`src/rtl/ddr_burst_wr_ctrl.sv`:
```
// ddr_burst_wr_ctrl: drains the 256b pixel FIFO into DDR as fixed AXI4 write bursts.
// Optional bresp error counter is enabled by defining BURST_WR_BRESP_CHK_EN.
module ddr_burst_wr_ctrl #(
  parameter int          ADDR_WIDTH  = 28,
  parameter int          DATA_WIDTH  = 256,
  parameter int          LEVEL_WIDTH = 11,
  parameter int          BURST_LEN   = 16,
  parameter int unsigned ADDR_BASE   = 0,
  parameter int unsigned FRAME_BYTES = 4147200
) (
  input  logic                   rd_clk,
  input  logic                   rd_rst,
  input  logic                   frame_start,
  output logic                   fifo_rd_en,
  input  logic [DATA_WIDTH-1:0]  fifo_rd_data,
  input  logic                   fifo_rd_empty,
  input  logic [LEVEL_WIDTH-1:0] fifo_rd_level,
  output logic [ADDR_WIDTH-1:0]  m_awaddr,
  output logic [7:0]             m_awlen,
  output logic                   m_awvalid,
  input  logic                   m_awready,
  output logic [DATA_WIDTH-1:0]  m_wdata,
  output logic                   m_wvalid,
  output logic                   m_wlast,
  input  logic                   m_wready,
  input  logic [1:0]             m_bresp,
  input  logic                   m_bvalid,
  output logic                   m_bready,
  output logic                   busy,
  output logic [15:0]            err_cnt
);

  localparam int CW = $clog2(BURST_LEN + 1);
  localparam int unsigned BURST_BYTES = BURST_LEN * DATA_WIDTH / 8;

  localparam logic [ADDR_WIDTH-1:0] BASE_A =
    ADDR_WIDTH'(ADDR_BASE);
  localparam logic [ADDR_WIDTH-1:0] STEP_A =
    ADDR_WIDTH'(BURST_BYTES);
  localparam logic [ADDR_WIDTH:0] END_A =
    {1'b0, BASE_A} + (ADDR_WIDTH+1)'(FRAME_BYTES);
  localparam logic [7:0] AWLEN_C = 8'(BURST_LEN - 1);
  localparam logic [CW-1:0] LEN_C = CW'(BURST_LEN);
  localparam logic [CW-1:0] LAST_C = CW'(BURST_LEN - 1);
  localparam logic [LEVEL_WIDTH-1:0] LVL_C =
    LEVEL_WIDTH'(BURST_LEN);

  typedef enum logic [1:0] {
    S_IDLE,
    S_ADDR,
    S_DATA,
    S_RESP
  } state_t;

  state_t                  r_state;
  logic [ADDR_WIDTH-1:0]   r_addr;
  logic [ADDR_WIDTH-1:0]   r_awaddr;
  logic [7:0]              r_awlen;
  logic                    r_awvalid;
  logic                    r_bready;
  logic                    r_fs_pend;
  logic [CW-1:0]           r_rd_cnt;
  logic [CW-1:0]           r_beat;
  logic                    r_wdone;
  logic                    r_inflight;
  logic [1:0]              r_cnt;
  logic [DATA_WIDTH-1:0]   r_buf0;
  logic [DATA_WIDTH-1:0]   r_buf1;

  logic                    w_wvalid;
  logic                    w_pop;
  logic                    w_last_pop;
  logic                    w_act;
  logic [2:0]              w_occ;
  logic                    w_room;
  logic                    w_rd_en;
  logic                    w_fs;
  logic                    w_start;
  logic                    w_b_hs;
  logic [ADDR_WIDTH:0]     w_adv_x;
  logic                    w_wrap;
  logic [ADDR_WIDTH-1:0]   w_adv;
  logic [ADDR_WIDTH-1:0]   w_next_addr;
  logic [ADDR_WIDTH-1:0]   w_idle_addr;

  assign w_wvalid = (r_cnt != 2'd0);
  assign w_pop = w_wvalid & m_wready;
  assign w_last_pop = w_pop & (r_beat == LAST_C);
  assign w_act = (r_state == S_ADDR) | (r_state == S_DATA);

  // Occupancy after this cycle's pop, counting the read still in flight.
  assign w_occ = {1'b0, r_cnt} - {2'b00, w_pop}
               + {2'b00, r_inflight};
  assign w_room = (w_occ < 3'd2);

  assign w_rd_en = w_act & (r_rd_cnt < LEN_C)
                 & ~fifo_rd_empty & w_room;

  assign w_fs = r_fs_pend | frame_start;
  assign w_start = (fifo_rd_level >= LVL_C) & ~fifo_rd_empty;
  assign w_b_hs = (r_state == S_RESP) & m_bvalid;

  assign w_adv_x = {1'b0, r_addr} + {1'b0, STEP_A};
  assign w_wrap = (w_adv_x == END_A);
  assign w_adv = w_adv_x[ADDR_WIDTH-1:0];
  assign w_next_addr = (w_fs | w_wrap) ? BASE_A : w_adv;
  assign w_idle_addr = w_fs ? BASE_A : r_addr;

  assign fifo_rd_en = w_rd_en;
  assign m_awaddr = r_awaddr;
  assign m_awlen = r_awlen;
  assign m_awvalid = r_awvalid;
  assign m_wdata = r_buf0;
  assign m_wvalid = w_wvalid;
  assign m_wlast = w_wvalid & (r_beat == LAST_C);
  assign m_bready = r_bready;
  assign busy = (r_state != S_IDLE);

  // Burst sequencing, address pointer and frame restart handling.
  always_ff @(posedge rd_clk) begin
    if (rd_rst) begin
      r_state <= S_IDLE;
      r_addr <= BASE_A;
      r_awaddr <= '0;
      r_awlen <= '0;
      r_awvalid <= 1'b0;
      r_bready <= 1'b0;
      r_fs_pend <= 1'b0;
    end else begin
      unique case (r_state)
        S_IDLE: begin
          if (w_fs) begin
            r_addr <= BASE_A;
            r_fs_pend <= 1'b0;
          end
          if (w_start) begin
            r_state <= S_ADDR;
            r_awvalid <= 1'b1;
            r_awaddr <= w_idle_addr;
            r_awlen <= AWLEN_C;
          end
        end
        S_ADDR: begin
          if (frame_start) r_fs_pend <= 1'b1;
          if (m_awready) begin
            r_awvalid <= 1'b0;
            if (r_wdone | w_last_pop) begin
              r_state <= S_RESP;
              r_bready <= 1'b1;
            end else begin
              r_state <= S_DATA;
            end
          end
        end
        S_DATA: begin
          if (frame_start) r_fs_pend <= 1'b1;
          if (w_last_pop) begin
            r_state <= S_RESP;
            r_bready <= 1'b1;
          end
        end
        S_RESP: begin
          if (m_bvalid) begin
            r_state <= S_IDLE;
            r_bready <= 1'b0;
            r_addr <= w_next_addr;
            r_fs_pend <= 1'b0;
          end else if (frame_start) begin
            r_fs_pend <= 1'b1;
          end
        end
        default: r_state <= S_IDLE;
      endcase
    end
  end

  // Per-burst read and beat counters, cleared when the response lands.
  always_ff @(posedge rd_clk) begin
    if (rd_rst) begin
      r_rd_cnt <= '0;
      r_beat <= '0;
      r_wdone <= 1'b0;
    end else if (w_b_hs) begin
      r_rd_cnt <= '0;
      r_beat <= '0;
      r_wdone <= 1'b0;
    end else begin
      if (w_rd_en) r_rd_cnt <= r_rd_cnt + CW'(1);
      if (w_pop) r_beat <= r_beat + CW'(1);
      if (w_last_pop) r_wdone <= 1'b1;
    end
  end

  // Two-entry skid buffer fed one cycle after each FIFO read.
  always_ff @(posedge rd_clk) begin
    if (rd_rst) begin
      r_inflight <= 1'b0;
      r_cnt <= 2'd0;
      r_buf0 <= '0;
      r_buf1 <= '0;
    end else begin
      r_inflight <= w_rd_en;
      unique case ({r_inflight, w_pop})
        2'b10: begin
          if (r_cnt == 2'd0) r_buf0 <= fifo_rd_data;
          else r_buf1 <= fifo_rd_data;
          r_cnt <= r_cnt + 2'd1;
        end
        2'b01: begin
          r_buf0 <= r_buf1;
          r_cnt <= r_cnt - 2'd1;
        end
        2'b11: begin
          if (r_cnt == 2'd2) begin
            r_buf0 <= r_buf1;
            r_buf1 <= fifo_rd_data;
          end else begin
            r_buf0 <= fifo_rd_data;
          end
        end
        default: ;
      endcase
    end
  end

`ifdef BURST_WR_BRESP_CHK_EN
  logic [15:0] r_err;

  // Saturating count of non-OKAY write responses.
  always_ff @(posedge rd_clk) begin
    if (rd_rst) begin
      r_err <= '0;
    end else if (m_bvalid & r_bready & (m_bresp != 2'b00)
                 & (r_err != 16'hFFFF)) begin
      r_err <= r_err + 16'd1;
    end
  end

  assign err_cnt = r_err;
`else
  logic w_unused_bresp;

  assign w_unused_bresp = ^m_bresp;
  assign err_cnt = '0;
`endif

endmodule

```
`config.mk`:
```
export PLATFORM = sky130hd
export DESIGN_NAME = ddr_burst_wr_ctrl
export DESIGN_NICKNAME = d
export VERILOG_FILES = /design/src/rtl/ddr_burst_wr_ctrl.sv
export SDC_FILE = /design/constraint.sdc
export NUM_CORES = 1
export LEC_CHECK = 0
export ABC_CLOCK_PERIOD_IN_PS = 4600
export CELL_PAD_IN_SITES_DETAIL_PLACEMENT = 0
export CELL_PAD_IN_SITES_GLOBAL_PLACEMENT = 1
export CORE_MARGIN = 2
export CORE_UTILIZATION = 36
export DETAILED_ROUTE_END_ITERATION = 8
export PLACE_DENSITY_LB_ADDON = 0.1
export SLEW_MARGIN = 5
export SYNTH_ARGS = -nofsm -noshare
export SYNTH_HDL_FRONTEND = slang
export SYNTH_SLANG_ARGS = --single-unit
export TNS_END_PERCENT = 20
```
`constraint.sdc`:
```
create_clock -name rd_clk -period 4.6 [get_ports rd_clk]
set_input_delay 1.15 -clock rd_clk [delete_from_list [all_inputs] [get_ports rd_clk]]
set_output_delay 1.15 -clock rd_clk [all_outputs]
set_load 0.005 [all_outputs]
```
==> flow_summary.toml <==
[global_route]
grt_pass1_vias = 20600
overflow = 0
grt_first_pass_wirelength_um = 123000
grt_max_degree = 206
antenna_found_initial = 23
grt_usage_pct = 23.5

[worst_setup_path]
crit_path_max_incr_delay_ps = 490
cp-end-kind = "output port"
cp-start-kind = "input port"
crit_path_cell_trace = "clkdlybuf4s50_1, nand2_2, clkinv_1, ha_1, nand2b_1, fa_1, nand2_1, nor4_2, buf_4, dlygate4sd2_1"
crit_required_ps = 3450
critical_path_buf_inv_count = 4
crit_slowest_cell = "fa_1"
critPathKind = "in2out"
path_max_fanout = 2
crit_arrival_ps = 3330
crit_family = "buffers and inverters"

[cells_and_area]
num-nets-final = 3457
postLayoutCoreUtil_pct = 49.8
fin_cells = 4079
syn_to_final_growth_pct = 37.3
drive_above_1_share_pct = 5.31

[timing]
fmax_mhz = 223
worst_slew_pin_slew_ps = 1150
skew_ps = 23.7
max-slew-margin-rel_pct = 23.4
hold_slack_ps = 452
drv_slew = 0
rsz0062_at_grt = "false"
finalHoldViolCount = 0
setup_viol = 0
layout_min_cycle_time_ps = 4480
finalCritPeriodShare_pct = 97.5

[detailed_routing]
drc = 0
dr.pass1.iters = 6
final_antenna_net_count = 0
avgRoutedWirePerCell_um = 19.5
vias = 21800
drt-total-wl_um = 79700
via_per_inst = 5.34
first_iter_violations = 1762

[logic_synthesis]
synth_top_area_share_pct = 51.7
yosys.area_share.simple_pct = 23.3
synth_compound_area_share_pct = 18.2
synth_top_family_by_area = "simple AND/OR/NAND/NOR gates"
synth_common_cells = "588 x dfxtp_1, 568 x nand2_1, 299 x a21oi_1"
synth_warnings = 0
synthMostInstantiatedCell = "dfxtp_1"
yosysSeqAreaShare_pct = 51.7
synth_xor_area_share_pct = 0.423
synth_top_cell_by_area = "dfxtp_1"
synth_ff_type = "dfxtp_1"
netlist_instances = 2752
syn_area_mm2 = 0.0228
synth_seq_cells = 588
yosysUniqueCellTypes = 70
synth_fa_ha_area_share_pct = 0.747
synthMuxAreaShare_pct = 0.176
synthArstFlopShare_pct = 0
yosys-top-cells-area = "dfxtp_1 52%, a221oi_1 9.9%, nand2_1 9.4%"
syn_area_per_cell_um2 = 8.28
synth-edff-count = 0

[floorplan]
rows = 92
start_util_pct = 36.2
core_mm2 = 0.0629
die_height_um = 256
ios = 590
fp.dieW_um = 256
dieArea_mm2 = 0.0653

[clocking]
cts_hold_buf = 0
cts_sinks = 588
root_buffer = "clkbuf_16"
path_clk_slew_ps = 50
cts_resized = 2
cts_setup_buffers = 0
h-tree-depth = 3
cts.path.max_buffers = 3
clk_latency_ps = 610
cts_inserted_buffers = 68
cts_tree = "yes"

[placement]
routabilityCongestion = 0.816
place_hpwl_um = 49800
io_buffer_count = 563
numPlacedInstances = 3944

[run]
maxCapViolCount = 0

[power_and_ir_drop]
power.total_mw = 18.3
peakVddDrop_v = 0.000323
p_leak_nw = 10.4
powerDensity_mw_per_mm2 = 585

[min_path]
hp-class = "reg2reg"

[status]
status = "complete, no violations"
cell usage in the layout, fill, tap and decap left out, drive strengths merged, types with 9 or more instances in the layout:
cell type      netlist  layout
nor2               294     294
clkdlybuf4s50        0     561
buf                 69      42
a21oi              299     299
nand3               39      39
o21ai                9       9
a221oi             257     257
dfxtp              588     588
nor3               261     261
clkinv               1      11
conb                 1      20
and2                15      15
diode                0      12
ha                  12      12
inv                 14      16
clkbuf             208     108
nand2              569     569
power by group:
group | internal, mW | total [mW] | switching, mW
Sequential | 6.25 | 6.88 | 0.637
Clock | 3.26 | 5.43 | 2.17
Combinational | 3.06 | 6.00 | 2.94
Total | 12.6 | 18.3 | 5.75
flip-flops by register name (all words and copies together) (netlist names), 2 cells and up:
signal,count
m_wdata,256
r_buf1,256
m_awaddr,28
r_addr,28
r_beat,5
r_rd_cnt,5
r_cnt,2
r_state,2
layer usage:
layer / part of all wire, % / GRT usage (%) / vias up
met5: 0.20 / 0 / -
met4: 3.0 / 9.06 / 24
met3: 7.5 / 6.31 / 131
met2: 48 / 38.3 / 683
met1: 41 / 29.6 / 10500
li1: - / - / 10500
worst paths after layout:
path / startpoint / endpoint / slack [ps] / cells past startpoint
worst min-delay path: r_buf1[245] / r_buf1[245] / 450 / 2
worst min register to register: r_buf1[245] / r_buf1[245] / 450 / 2
worst max register to register: r_addr[9] / r_addr[26] / 1530 / 8
worst max-delay path: m_wready / fifo_rd_en / 120 / 10
worst register-to-register path, cell delays in order, from the launching register on:
cell	delay (ps)
dfxtp_1	560
ha_1	520
and4_1	320
a311oi_1	110
or4b_1	210
nand3_2	120
a311oi_1	740
o311ai_0	290
o211ai_1	130
logic make-up after synthesis:
kind of cell,after synthesis
buffers and inverters,292
AOI/OAI and AO/OA,605
adders and majority gates,13
muxes,4
other,1
xor gates and xnor gates,11
DFF,588
and+or+nand+nor,1238
metrics by stage:
stage                     worst slack (ps)  cell area (um2)  setup TNS, ps
final                                  117            31300              0
after global routing                  9.02            31300              0
after CTS                             71.9            31200              0
after detailed placement              -198            29000           -198
after global placement                -304            29000           -304
after floorplan                        234            22900              0
cell type report:
class | count | area (um2)
Fill cell | 5985 | 31600
Sequential cell | 588 | 11800
Multi-Input combinational cell | 1891 | 9880
Timing Repair Buffer | 604 | 6210
Clock buffer | 108 | 2110
Tap cell | 846 | 1060
Clock inverter | 15 | 158
Inverter | 15 | 56.3
Antenna cell | 12 | 30.0
Note: power is estimated with default switching activity, not from simulation.
